File: src/rtl/battleship_pkg.sv
// rtl/battleship_pkg.sv - shared Battleship game state codes and defaults
package battleship_pkg;

   localparam int STATE_W            = 3;
   localparam int SHIP_CELLS_DEFAULT = 17;

   // Codes 3 and 4 are decoded downstream as fire permission for P1 / P2.
   typedef enum logic [STATE_W-1:0] {
      IDLE     = 3'd0,
      P1_PLACE = 3'd1,
      P2_PLACE = 3'd2,
      P1_TURN  = 3'd3,
      P2_TURN  = 3'd4,
      P1_WIN   = 3'd5,
      P2_WIN   = 3'd6,
      UNUSED   = 3'd7
   } game_state_t;

endpackage

File: src/rtl/turn_timer.sv
// rtl/turn_timer.sv - per-turn inactivity counter with terminal-count flag
module turn_timer #(
   parameter int TIMER_W      = 27,
   parameter int TURN_TIMEOUT = 100_000_000
) (
   input  logic clk,
   input  logic reset,
   input  logic clear,
   input  logic enable,
   output logic terminal
);

   // A timeout of 0 disables the terminal flag entirely.
   localparam logic [TIMER_W-1:0] TC_VALUE =
      (TURN_TIMEOUT > 0) ? TIMER_W'(TURN_TIMEOUT - 1) : '0;

   logic [TIMER_W-1:0] count;

   // Count up while enabled; clear reloads zero and takes priority.
   always_ff @(posedge clk or negedge reset) begin
      if (!reset) begin
         count <= '0;
      end else if (clear) begin
         count <= '0;
      end else if (enable) begin
         count <= count + TIMER_W'(1);
      end
   end

   assign terminal = (TURN_TIMEOUT > 0) && (count == TC_VALUE);

endmodule

File: src/rtl/game_state_ctrl.sv
// rtl/game_state_ctrl.sv - Battleship game sequencer: placement, turns, hits, win, timeout
module game_state_ctrl
   import battleship_pkg::*;
#(
   parameter int SHIP_CELLS   = SHIP_CELLS_DEFAULT,
   parameter int TURN_TIMEOUT = 100_000_000,
   parameter int TIMER_W      = 27,
   parameter int HIT_W        = 5
) (
   input  logic               clk,
   input  logic               reset,
   input  logic               start,
   input  logic               p1_place_done,
   input  logic               p2_place_done,
   input  logic               shot_valid,
   input  logic               shot_hit,
   input  logic               new_game,
   output logic [STATE_W-1:0] state,
   output logic [HIT_W-1:0]   p1_hits,
   output logic [HIT_W-1:0]   p2_hits,
   output logic               turn_timeout
);

   localparam logic [HIT_W-1:0] WIN_AT = HIT_W'(SHIP_CELLS);

   game_state_t      state_q, state_d;
   logic [HIT_W-1:0] p1_d, p2_d;
   logic             timeout_d;
   logic             timer_terminal;
   logic             timer_clear;
   logic             timer_enable;

   // Any state change restarts the timer, so each new turn starts from zero.
   assign timer_clear  = (state_d != state_q);
   assign timer_enable = (state_q == P1_TURN) || (state_q == P2_TURN);

   turn_timer #(
      .TIMER_W      (TIMER_W),
      .TURN_TIMEOUT (TURN_TIMEOUT)
   ) u_turn_timer (
      .clk      (clk),
      .reset    (reset),
      .clear    (timer_clear),
      .enable   (timer_enable),
      .terminal (timer_terminal)
   );

   // State register.
   always_ff @(posedge clk or negedge reset) begin
      if (!reset) begin
         state_q <= IDLE;
      end else begin
         state_q <= state_d;
      end
   end

   // Hit counters and the registered timeout pulse.
   always_ff @(posedge clk or negedge reset) begin
      if (!reset) begin
         p1_hits      <= '0;
         p2_hits      <= '0;
         turn_timeout <= 1'b0;
      end else begin
         p1_hits      <= p1_d;
         p2_hits      <= p2_d;
         turn_timeout <= timeout_d;
      end
   end

   // Next-state, hit scoring and forfeit decision; a shot beats a same-cycle timeout.
   always_comb begin
      state_d   = state_q;
      p1_d      = p1_hits;
      p2_d      = p2_hits;
      timeout_d = 1'b0;
      case (state_q)
         IDLE: begin
            if (start) begin
               state_d = P1_PLACE;
               p1_d    = '0;
               p2_d    = '0;
            end
         end
         P1_PLACE: begin
            if (p1_place_done) state_d = P2_PLACE;
         end
         P2_PLACE: begin
            if (p2_place_done) state_d = P1_TURN;
         end
         P1_TURN: begin
            if (shot_valid) begin
               if (shot_hit && (p1_hits != WIN_AT)) p1_d = p1_hits + HIT_W'(1);
               state_d = (shot_hit && (p1_d == WIN_AT)) ? P1_WIN : P2_TURN;
            end else if (timer_terminal) begin
               state_d   = P2_TURN;
               timeout_d = 1'b1;
            end
         end
         P2_TURN: begin
            if (shot_valid) begin
               if (shot_hit && (p2_hits != WIN_AT)) p2_d = p2_hits + HIT_W'(1);
               state_d = (shot_hit && (p2_d == WIN_AT)) ? P2_WIN : P1_TURN;
            end else if (timer_terminal) begin
               state_d   = P1_TURN;
               timeout_d = 1'b1;
            end
         end
         P1_WIN, P2_WIN: begin
            if (new_game) state_d = IDLE;
         end
         default: begin
            state_d = IDLE;
         end
      endcase
   end

   assign state = state_q;

endmodule

File: config.mk
export PLATFORM = sky130hd
export DESIGN_NAME = game_state_ctrl
export DESIGN_NICKNAME = d
export VERILOG_FILES = /design/src/rtl/battleship_pkg.sv /design/src/rtl/turn_timer.sv /design/src/rtl/game_state_ctrl.sv
export SDC_FILE = /design/constraint.sdc
export NUM_CORES = 1
export LEC_CHECK = 0
export ABC_CLOCK_PERIOD_IN_PS = 2200
export BUFFER_PORTS_ARGS = -buffer_cell sky130_fd_sc_hd__buf_2
export CORE_MARGIN = 3
export CORE_UTILIZATION = 50
export CTS_BUF_LIST = sky130_fd_sc_hd__clkbuf_8
export CTS_CLUSTER_DIAMETER = 100
export DETAILED_ROUTE_END_ITERATION = 10
export PLACE_DENSITY_LB_ADDON = 0.12
export SYNTH_ARGS = -nofsm -noshare
export SYNTH_HDL_FRONTEND = slang
export SYNTH_SLANG_ARGS = --single-unit
File: constraint.sdc
create_clock -name clk -period 2.2 [get_ports clk]
set_input_delay 0.22 -clock clk [delete_from_list [all_inputs] [get_ports clk]]
set_output_delay 0.22 -clock clk [all_outputs]
set_load 0.005 [all_outputs]
==> summary.txt <==
Run status
  • Status: complete, no violations

Synthesis
  • Primary FF master, synth: dfrtp_1
  • Post-synth EDFFs: 0
  • Dominant cell type by area after synthesis: dfrtp_1
  • Synth async-reset ratio: 1.00
  • Synth cell types: 54
  • Syn_area_per_cell: 9.21 sq um
  • Syn Inst Count: 299
  • Post-synth net total: roughly 310
  • Mapped cell area: 0.00275 sq mm
  • Synth Register Bits: 41
  • Warnings, synthesis: 0
  • Register area share after synthesis: 0.373
  • Synth area leaders: dfrtp_1, nor4_1, xor2_1, xnor2_1, nand2_1
  • Share of the synthesized area in the top cell type: 0.373

Worst setup path
  • Setup CP Type: flop to flop
  • Crit-path cells: ha_1 -> and3b_1 -> a21oi_2 -> nand4_1 -> o211ai_2 -> a32oi_4 -> buf_12 -> nor4_1
  • CP bufs+invs: 1
  • Startpoint types: flop
  • Flop-to-flop setup slack: 0.03 ns
  • Worst path slowest cell: dfrtp_1
  • Arrival time at the worst endpoint: 2.37 ns
  • Crit-path leading delay family: simple AND/OR/NAND/NOR gates
  • CP peak stage delay: between 0.4 and 0.5 ns
  • Req. time, crit path: 2.40 ns
  • CP Max Fanout: 27
  • Kind of end point of the critical path: flop

Die
  • Core area: 0.00520 sq mm
  • Die height: around 80 microns
  • Starting Density: 0.529
  • Site row count: 26
  • Die span in x: 80.2 microns
  • Die ar.: approximately 0.0064 sq mm
  • IO Pins: 22

STA
  • RSZ-0062 raised after global routing: true
  • Final Setup Violations: 0
  • Final Hold Viols: 0
  • Period utilisation layout: 0.986
  • Final min period: 2.17 ns
  • Clock Skews: between 0.01 and 0.015 ns
  • Rel. slew slack: 0.678
  • Actual slew at the worst max-slew pin: 0.481 ns
  • FMAX: around 0.46 GHz
  • Max Slew Vio Count: 0

Place
  • Routability cong.: 0.809
  • Buffers on Ports: 21
  • HPWL Detailed: 4370 microns
  • Placed instance area: slightly above 0.003 sq mm

Hold path
  • Worst Hold Class: input port to flop

CTS
  • Reg clk slew, reported paths: about 0.09 ns
  • Worst-Skew Late Latency: 0.31 ns
  • Max Root-Sink Buffers: 2
  • Depth of the CTS H-tree: 2
  • Root Buffer Master: clkbuf_8
  • CTS tree: built
  • Clock sinks: 41
  • Num CTS Buffers: 5

Final layout
  • Area occupied by registers: approximately 0.001 sq mm
  • Commonest non-fill, non-tap cell in the layout: dfrtp_1
  • Fill count: between 400 and 500
  • Multi-input logic area: 0.00171 sq mm
  • Share of layout cells above drive strength 1: 0.249
  • Post-route cell area: 0.00329 sq mm
  • Most frequent cells in the layout: dfrtp_1, nand2_1, buf_2, buf_4, xor2_1
  • Layout Nets: between 300 and 400
  • Antenna fix cells: 0
  • P&R area growth vs syn: 19.4%
  • Final core occ: 0.632

GRT
  • Number of global-route vias before repair: approximately 2400
  • Gr ovfl total: 0
  • Largest net degree at the start of global routing: 42
  • GRT Overall Usage: 0.215
  • Initial antenna violation count: 0
  • First-pass GRT wire length: 11000 microns

Detailed routing
  • DR WL met3: 266 microns
  • WL met1: 3110 microns
  • Routed Antenna Nets: 0
  • First drt pass iteration count: 4
  • WL final: 6570 microns
  • Via/cell ratio: 5.96
  • DRC viols: 0
  • DR WL met2: 3140 microns
  • Routed vias: 2426
  • Wirelength per Cell: 16.1 microns
  • DR iter-0 viols: between 100 and 150
  • Uppermost layer routed: met4

Pwr
  • Switching pwr: 1440 uW
  • Leak Pwr: 0.00132 uW
  • Sw Ratio: 0.444
  • Maximum vdd drop: 0.582 mV
  • Internal power contribution: 1800 uW
  • Power after layout: 3240 uW
  • Combinational share of power: 0.548
  • Power Density: about 1000 mW/mm^2
  • Reg power frac: 0.285
  • Clock power share: 0.167

Run
  • Max_cap viols: 0
worst reg2reg max path: cells and delay by family (launching register included):
kind,cells,cell delay (ns)
AND/OR/NAND/NOR,3,0.62
AO/OA/AOI/OAI,3,0.59
flip-flops,1,0.43
adder cells (fa/ha/maj),1,0.23
buffers and inverters,1,0.19
synthesized netlist by cell type (3+ instances only):
master,count
a21oi_1,8
nor2b_1,10
mux2i_1,6
dfrtp_1,41
o211ai_1,3
xor2_1,17
clkbuf_1,4
nor3_1,6
and2_1,3
nor4_1,26
ha_1,5
inv_1,5
and3_1,4
buf_2,9
a22o_1,3
nand3_1,14
nor2_1,13
o21ai_0,11
nand3b_1,5
nand4_1,12
nand2_1,29
nor3b_1,3
xnor2_1,14
o21ai_1,4
sequential cells by signal, indices dropped and copies added, names as in the netlist:
signal and flops:
u_turn_timer.count 27, p1_hits 5, p2_hits 5, state 3, turn_timeout 1
area by class of cell:
cell class              instances  share of cell area
clock buffers                   6              0.0251
flip-flops and latches         41               0.312
multi-input cells             236               0.519
repair buffers                 47               0.107
clock inverters                 2             0.00419
well taps                      70              0.0266
inverters                       5             0.00571
path summary, 6_finish.rpt:
path / startpoint / endpoint / cells past startpoint
setup / recovery: p1_hits[1]$_DFFE_PN0P_ / u_turn_timer.count[8]$_DFFE_PN0P_ / 8
hold / removal: shot_hit / p2_hits[3]$_DFFE_PN0P_ / 3
setup reg to reg: p1_hits[1]$_DFFE_PN0P_ / u_turn_timer.count[8]$_DFFE_PN0P_ / 8
hold reg to reg: u_turn_timer.count[24]$_DFFE_PN0P_ / u_turn_timer.count[24]$_DFFE_PN0P_ / 2
max in group asynchronous: reset / u_turn_timer.count[4]$_DFFE_PN0P_ / 3
min in group asynchronous: reset / p1_hits[3]$_DFFE_PN0P_ / 3
cell families (layout without fill, tap and decap cells):
logic type | after synthesis | after routing | share of synthesized area
AO/OA/AOI/OAI | 50 | 50 | 0.139
XOR/XNOR | 31 | 31 | 0.0986
adder cells (fa/ha/maj) | 5 | 5 | 0.0227
buffers and inverters | 22 | 60 | 0.0422
flip-flops | 41 | 41 | 0.373
multiplexers | 7 | 7 | 0.0259
AND/OR/NAND/NOR | 143 | 143 | 0.299
power by group through the flow:
stage	clock (uW)	sequential, uW	combinational [uW]
after global routing	583	942	1930
after floorplan	0	930	1110
after global placement	0	940	1630
final	543	923	1780
after CTS	559	924	1680
after detailed placement	0	941	1650
what timing repair did:
item | 4_1_cts | 5_1_grt
buffers inserted | 1 | 0
endpoints found under the setup margin | 16 | 27
pin swaps | 1 | 2
hold buffers | 1 | 0
endpoints found under the hold margin | 41 | 0
gates resized for setup | 2 | 14
per-layer routing:
layer	GRT usage	vias up
li1	-	1196
met1	0.274	1179
met2	0.358	46
met3	0.0527	5
met4	0.0693	0
met5	0	-
stage by stage:
step / cells / setup WS [ns] / hold slack (ns) / TNS, ns
2_1_floorplan: 299 / 0.169 / -0.0756 / 0
3_3_place_gp: 397 / 0.0583 / 0.213 / 0
3_5_place_dp: 397 / -0.0451 / 0.214 / -0.0775
4_1_cts: 407 / 0.00236 / 0.272 / 0
5_1_grt: 407 / -0.111 / 0.300 / -2.04
6_report: 407 / 0.0307 / 0.297 / 0
Power figures use the tool's default switching activity.
